[config.mk]
export PLATFORM = sky130hd
export DESIGN_NAME = fifo_reader
export DESIGN_NICKNAME = d
export VERILOG_FILES = /design/src/rtl/fifo_reader.sv
export SDC_FILE = /design/constraint.sdc
export NUM_CORES = 1
export LEC_CHECK = 0
export BUFFER_PORTS_ARGS = -buffer_cell sky130_fd_sc_hd__buf_2
export CORE_ASPECT_RATIO = 1.2
export CORE_MARGIN = 4
export CORE_UTILIZATION = 55
export CTS_CLUSTER_DIAMETER = 60
export DETAILED_ROUTE_END_ITERATION = 7
export GPL_TIMING_DRIVEN = 0
export PLACE_DENSITY = 0.79
export SYNTH_ARGS = -nofsm -noshare
export SYNTH_HDL_FRONTEND = slang
export SYNTH_SLANG_ARGS = --single-unit
[constraint.sdc]
create_clock -name clk -period 5.5 [get_ports clk]
set_input_delay 0.825 -clock clk [delete_from_list [all_inputs] [get_ports clk]]
set_output_delay 0.825 -clock clk [all_outputs]
set_load 0.02 [all_outputs]
[src/rtl/fifo_reader.sv]
// Prefetching reader: pulls words from an upstream FIFO into a two-entry output buffer and presents them as a valid/ready stream.
// Optional macro FIFO_RD_CNT_EN adds the rd_count port, which counts the beats accepted downstream.
module fifo_reader #(
  parameter int DW        = 8,
  parameter int DEPTH_OUT = 2
) (
  input  logic          clk,
  input  logic          reset,
  input  logic          fifo_empty,
  output logic          fifo_rd_en,
  input  logic [DW-1:0] fifo_data,
  input  logic          flush,
  output logic [DW-1:0] m_data,
  output logic          m_valid,
  input  logic          m_ready
`ifdef FIFO_RD_CNT_EN
  ,
  output logic [15:0]   rd_count
`endif
);

  localparam logic [2:0] OCC_MAX = 3'(DEPTH_OUT);

  typedef enum logic [1:0] {
    EMPTY = 2'd0,
    ONE   = 2'd1,
    TWO   = 2'd2
  } state_t;

  state_t        state;
  state_t        state_nxt;
  logic          pend;
  logic [DW-1:0] head;
  logic [DW-1:0] tail;
  logic          pop;
  logic          cap;
  logic [2:0]    fill;

  always_ff @(posedge clk or posedge reset) begin
    if (reset) state <= EMPTY;
    else       state <= state_nxt;
  end

  // A read is only issued if the buffer can still hold it once every in-flight word has landed.
  always_comb begin
    m_valid    = (state != EMPTY);
    pop        = m_valid && m_ready;
    cap        = pend && !flush;
    fill       = 3'(state) + {2'b00, pend} - {2'b00, pop};
    fifo_rd_en = !reset && !fifo_empty && !flush && (fill < OCC_MAX);
    state_nxt  = state;
    if (flush) begin
      state_nxt = EMPTY;
    end else begin
      case (state)
        EMPTY: if (cap) state_nxt = ONE;
        ONE: begin
          if (cap && !pop)      state_nxt = TWO;
          else if (!cap && pop) state_nxt = EMPTY;
        end
        TWO:     if (pop && !cap) state_nxt = ONE;
        default: state_nxt = EMPTY;
      endcase
    end
  end

  // The head register feeds m_data directly; the tail only holds the second word while the head is stalled.
  always_ff @(posedge clk or posedge reset) begin
    if (reset) begin
      pend <= 1'b0;
      head <= '0;
      tail <= '0;
    end else begin
      pend <= fifo_rd_en;
      if (!flush) begin
        case (state)
          EMPTY: if (cap) head <= fifo_data;
          ONE: begin
            if (cap && pop) head <= fifo_data;
            else if (cap)   tail <= fifo_data;
          end
          TWO: begin
            if (pop) begin
              head <= tail;
              if (cap) tail <= fifo_data;
            end
          end
          default: ;
        endcase
      end
    end
  end

  assign m_data = head;

`ifdef FIFO_RD_CNT_EN
  // A beat presented in the flush cycle is not counted as accepted.
  always_ff @(posedge clk or posedge reset) begin
    if (reset)               rd_count <= 16'd0;
    else if (pop && !flush)  rd_count <= rd_count + 16'd1;
  end
`endif

endmodule

# --- After elaboration in Yosys (flattened, before gate mapping) ---
# Index checks and enable logic that the tools add are counted.
word_totals:
  regBits: 19
  in_bits: 13
op_classes:
  n_addsub: 2
  order_cmp: 1
  n_eq_ne: 9
  mux: 14
  bitwise: 1
  n_reduce_logical: 20
ops:
  columns: ["op", "count"]
  rows:
  - ["two-way mux 8 bit", 6]
  - ["case mux 8 bit (3 select lines)", 1]
  - ["case mux 8 bit (2 select lines)", 1]
  - ["two-way mux 2 bit", 5]
  - ["logical AND 1 bit", 8]
  - ["!= test 2 bit (second input constant)", 4]
  - ["!= test 3 bit (second input constant)", 2]
  - ["case mux 2 bit (3 select lines)", 1]
  - ["zero test 1 bit", 5]
  - ["AND reduction 5 bit", 1]
  - ["!= test 4 bit (second input constant)", 1]
  - ["AND reduction 4 bit", 1]
  - ["nonzero test 2 bit", 2]
  - ["adder 2 x 1 -> 3 bit", 1]
  - ["less-than comparator 3 x 2 -> 1 bit (second input constant)", 1]
  - ["AND reduction 3 bit", 1]
  - ["nonzero test 3 bit", 1]
  - ["subtractor 3 x 1 -> 3 bit", 1]
  - ["equality test 2 x 1 -> 1 bit (second input constant)", 1]
  - ["equality test 2 bit (second input constant)", 1]
  - ["zero test 2 bit", 1]
  - ["NOT 1 bit", 1]

# --- Depth between registers and ports, before layout ---
depth:
  word_depth: 8
  depth_mapped: 7

# --- Worst setup path after synthesis ---
# No wires, ideal clock.
synth_path:
  path_type: "register to output"
  from: "reg state[1]"
  to: "out fifo_rd_en"
  arrival_time_ps: 2209
  required_ps: 4675
  setup_slack_ps: 2466
  path_stages_with_launch: 8
  cell_sequence: "dfrtp_1 or2_2 and2_1 ha_1 nand2b_1 fa_1 xnor2_1 and4_1"
synth_between:
  elab_chain_len: 5
  elab_cells_between_ends: 6
  classes_between: "2 x add/sub; 1 x order compare; 3 x reduce/logical"
synth_lines:
  columns: ["element", "line", "text"]
  rows:
  - ["start, declared", "30", "state_t state;"]
  - ["start signal, assigned", "41", "else state <= state_nxt;"]
  - ["nonzero test 2 bit", "46", "m_valid = (state != EMPTY);"]
  - ["net m_valid", "14", "output logic m_valid,"]
  - ["logical AND 1 bit", "47", "pop = m_valid && m_ready;"]
  - ["subtractor 3 x 1 -> 3 bit", "49", "fill = 3'(state) + {2'b00, pend} - {2'b00, pop};"]
  - ["less-than comparator 3 x 2 -> 1 bit", "50", "fifo_rd_en = !reset && !fifo_empty && !flush && (fill < OCC_MAX);"]
  - ["logical AND 1 bit", "50", null]
  - ["end, declared", "10", "output logic fifo_rd_en,"]
# The timed path passes the listed nets, and every way through them passes these cells.

# --- Worst setup path after layout ---
layout_path:
  from: "reg state[1]"
  to: "out fifo_rd_en"
layout_between:
  elab_chain_len: 5
  elab_cells_between_ends: 6
  classes_between: "2 x add/sub; 1 x order compare; 3 x reduce/logical"
layout_lines:
  columns: ["element", "line"]
  rows:
  - ["branches (longest 2 deep; another with adder 2 x 1 -> 3 bit)", null]
  - ["subtractor 3 x 1 -> 3 bit (*)", "49"]
  - ["less-than comparator 3 x 2 -> 1 bit (*)", "50"]
  - ["logical AND 1 bit (*)", "50"]
# Every way passes the cells marked *.

==> flow_summary.json <==
{
  "reg2reg_to": "pend",
  "filler_cell_count": 130,
  "internal-power_mw": 0.220,
  "hold_buffers": 0,
  "number_of_global_route_vias_before_repair": 675,
  "timing_hold_violations_final": 0,
  "synth_compound_gate_area_share_pct": 3.82,
  "dominant_combinational_cell_family_by_area_after_synthesis": "multiplexers",
  "post_synth_fa_ha_maj_area_fraction_pct": 3.31,
  "fin_nets": 129,
  "drt_iter0_markers": 8,
  "critical_path.cell_chain": "or2_2 > and2_1 > ha_1 > nand2b_1 > fa_1 > xnor2_1 > and4_1 > buf_2",
  "timing.setup.tns_ns": 0,
  "path_clk_slew_ns": 0.10,
  "final.setup.worst_slack_ns": 2.08,
  "cp_slowest_stage_delay_ns": 0.50,
  "layout_worst_path_cycle_share_pct": 62.1,
  "syn-mean-instance-area_um2": 11.3,
  "syn-instance-count": 87,
  "cts.sink_count": 19,
  "dpl_worst_slack_ns": 2.26,
  "hp-start": "m_data[4]",
  "cts_resized": 0,
  "clock_buffers_created_by_tritoncts": 3,
  "synthSimpleGateAreaFrac_pct": 18.6,
  "grt_pass1_wl_um": 3020,
  "drt_wirelength_um": 1800,
  "synth.area.top_cells": "sky130_fd_sc_hd__dfrtp_1 (48%), sky130_fd_sc_hd__mux2_4 (12%), sky130_fd_sc_hd__nand2_1 (9.5%)",
  "die-width_um": 46.6,
  "core-area_um2": 1660,
  "detail-route-antenna-nets": 0,
  "h_tree_lvls": 1,
  "root_buffer": "sky130_fd_sc_hd__clkbuf_4",
  "p_leak_nw": 0.613,
  "p_switching_mw": 0.0917,
  "report.final.slew_viol_count": 0,
  "multi_input_comb_area_um2": 480,
  "final_util_pct": 68.8,
  "comb_power_share_pct": 24.0,
  "seq_power_share_pct": 54.1,
  "yosysSeqAreaShare_pct": 48.3,
  "fraction_of_power_spent_switching_nets_pct": 29.4,
  "synth.largest_area_cell": "sky130_fd_sc_hd__dfrtp_1",
  "cts_tree": "done",
  "vias_per_cell": 5.20,
  "achievable-frequency_mhz": 293,
  "synth_warnings": 0,
  "clockBufferDepth": 2,
  "floorplan.rows": 16,
  "detail_route.wl_per_cell_um": 13.7,
  "num_antenna_cells": 0,
  "clockPowerShare_pct": 21.9,
  "hpwl_um": 1350,
  "required_ns": 4.68,
  "critPathLaunchType": "flip-flop",
  "vias": 681,
  "port-buffer-count": 22,
  "final_period_minus_worst_setup_slack_ns": 3.42,
  "worst_case_hold_slack_ns": 0.492,
  "groute.usage.overall_pct": 17.5,
  "gp_congestion": 0.768,
  "hold_path_end": "m_data[4]",
  "kind_of_critical_path": "flip-flop to output port",
  "initial_core_util_pct": 59.2,
  "hold_class": "flip-flop to flip-flop",
  "tightest_slew_ns": 0.743,
  "regArea_um2": 475,
  "mostFrequentLayoutCells": "sky130_fd_sc_hd__nand2_1 (25), sky130_fd_sc_hd__buf_2 (23), sky130_fd_sc_hd__dfrtp_1 (19)",
  "setup.worst_path.end_class": "output port",
  "clk_latency_ns": 0.29,
  "syn_nets": 102,
  "synth-xor-area-share_pct": 1.78,
  "mappedNetlistArea_um2": 983,
  "die_height_um": 54.3,
  "post_synthesis_register_bit_count": 19,
  "timing.reg2reg.setup_slack_ns": 3.27,
  "timing.max_slew.rel_slack_pct": 50.4,
  "pwr_cell_area_nw_per_um2": 273,
  "clock-skew-final_ns": 0.00320,
  "setup_viol": 0,
  "mostFrequentLayoutCell": "sky130_fd_sc_hd__nand2_1",
  "drt_pass1_iterations": 4,
  "maximum_number_of_pins_on_one_net_before_global_route_repair": 21,
  "muxShareOfSynthArea_pct": 21.4,
  "regToRegStartpoint": "state[1]",
  "die_area_um2": 2530,
  "grt_setup_unrepaired": "no",
  "design.portCount": 23,
  "worst-endpoint-arrival_ns": 2.59,
  "critical_path.max_fanout": 8,
  "min_path_cells": 1,
  "grt_overflow": 0,
  "max-vdd-ir-drop_mv": 0.143,
  "detail_route.drc_violations": 0,
  "area_delta_synth_final_pct": 16.2,
  "slowest_stage": "sky130_fd_sc_hd__dfrtp_1",
  "synth.lib_cells_used.distinct": 25,
  "drive_above_1_share_pct": 36.3,
  "drv.max_cap_violation_count": 0,
  "status": "finished clean",
  "grt_antenna_before_repair": 0,
  "postCtsSetupRepairBufs": 0,
  "ff2ff_path_depth": 7,
  "yosys.area.top_type_share_pct": 48.3
}
-- metal layers --
| layer | vias up | GRT usage [%] | wire length [µm] | share of wire [%] |
|---|---|---|---|---|
| met5 | - | 0 | 0 | 0 |
| met4 | 0 | 8.53 | 36 | 2.0 |
| met3 | 5 | 3.29 | 84 | 4.7 |
| met2 | 15 | 30.7 | 921 | 51 |
| met1 | 320 | 19.9 | 758 | 42 |
| li1 | 341 | - | - | - |
-- sequential cells by signal (all words and copies together), names as in the netlist --
signal	cells
tail	8
pend	1
m_data	8
state	2
-- final cells by class --
class                   count  area share, %
flip-flops and latches     19           41.6
repair buffers             22           9.64
inverters                   2          0.657
clock buffers               4           2.30
multi-input cells          63           42.1
well taps                  18           1.97
plain buffers               3           1.75
-- critical path: cells and delay by family (launching register included) --
| kind | cells | cell delay, ns |
|---|---|---|
| buf+inv | 1 | 0.17 |
| fa+ha+maj | 2 | 0.65 |
| simple gates | 4 | 0.86 |
| xor+xnor | 1 | 0.13 |
| flops | 1 | 0.50 |
-- cell usage after synthesis, drive strengths merged --
master,instances
and2,1
and4,1
o22a,1
a2bb2oi,1
nand2b,3
dfrtp,19
nand2,25
mux2,16
nor2,4
clkbuf,1
or2,1
buf,2
inv,2
ha,1
fa,1
nor2b,2
xnor2,2
a22oi,2
or3,1
and2b,1
-- power groups by stage --
stage / Combinational (mW) / Clock (mW) / Sequential (mW)
final: 0.0749 / 0.0684 / 0.169
after global routing: 0.0817 / 0.0770 / 0.172
after CTS: 0.0762 / 0.0713 / 0.169
after detailed placement: 0.0759 / 0 / 0.172
after global placement: 0.0746 / 0 / 0.170
after floorplan: 0.0282 / 0 / 0.191
-- cell families after synthesis --
family,Yosys count
fa+ha+maj,2
simple gates,39
mux,16
compound gates,4
xor+xnor,2
buf+inv,5
flops,19
-- how the worst max path moves through the flow --
stage,startpoint,endpoint,slack (ns),cells after the start
floorplan,state[1],fifo_rd_en,2.47,7
global placement,m_ready,fifo_rd_en,2.30,8
detailed placement,m_ready,fifo_rd_en,2.26,8
CTS,state[1],fifo_rd_en,2.05,8
global route,state[1],fifo_rd_en,1.92,8
finish,state[1],fifo_rd_en,2.08,8
-- per-stage QoR --
stage | std cells | power, mW | instance area (µm²)
3_3_place_gp | 127 | 0.245 | 1120
3_5_place_dp | 127 | 0.248 | 1120
6_report | 131 | 0.312 | 1140
2_1_floorplan | 87 | 0.219 | 983
5_1_grt | 131 | 0.330 | 1140
4_1_cts | 131 | 0.316 | 1140
Note: power is estimated with default switching activity, not from simulation.
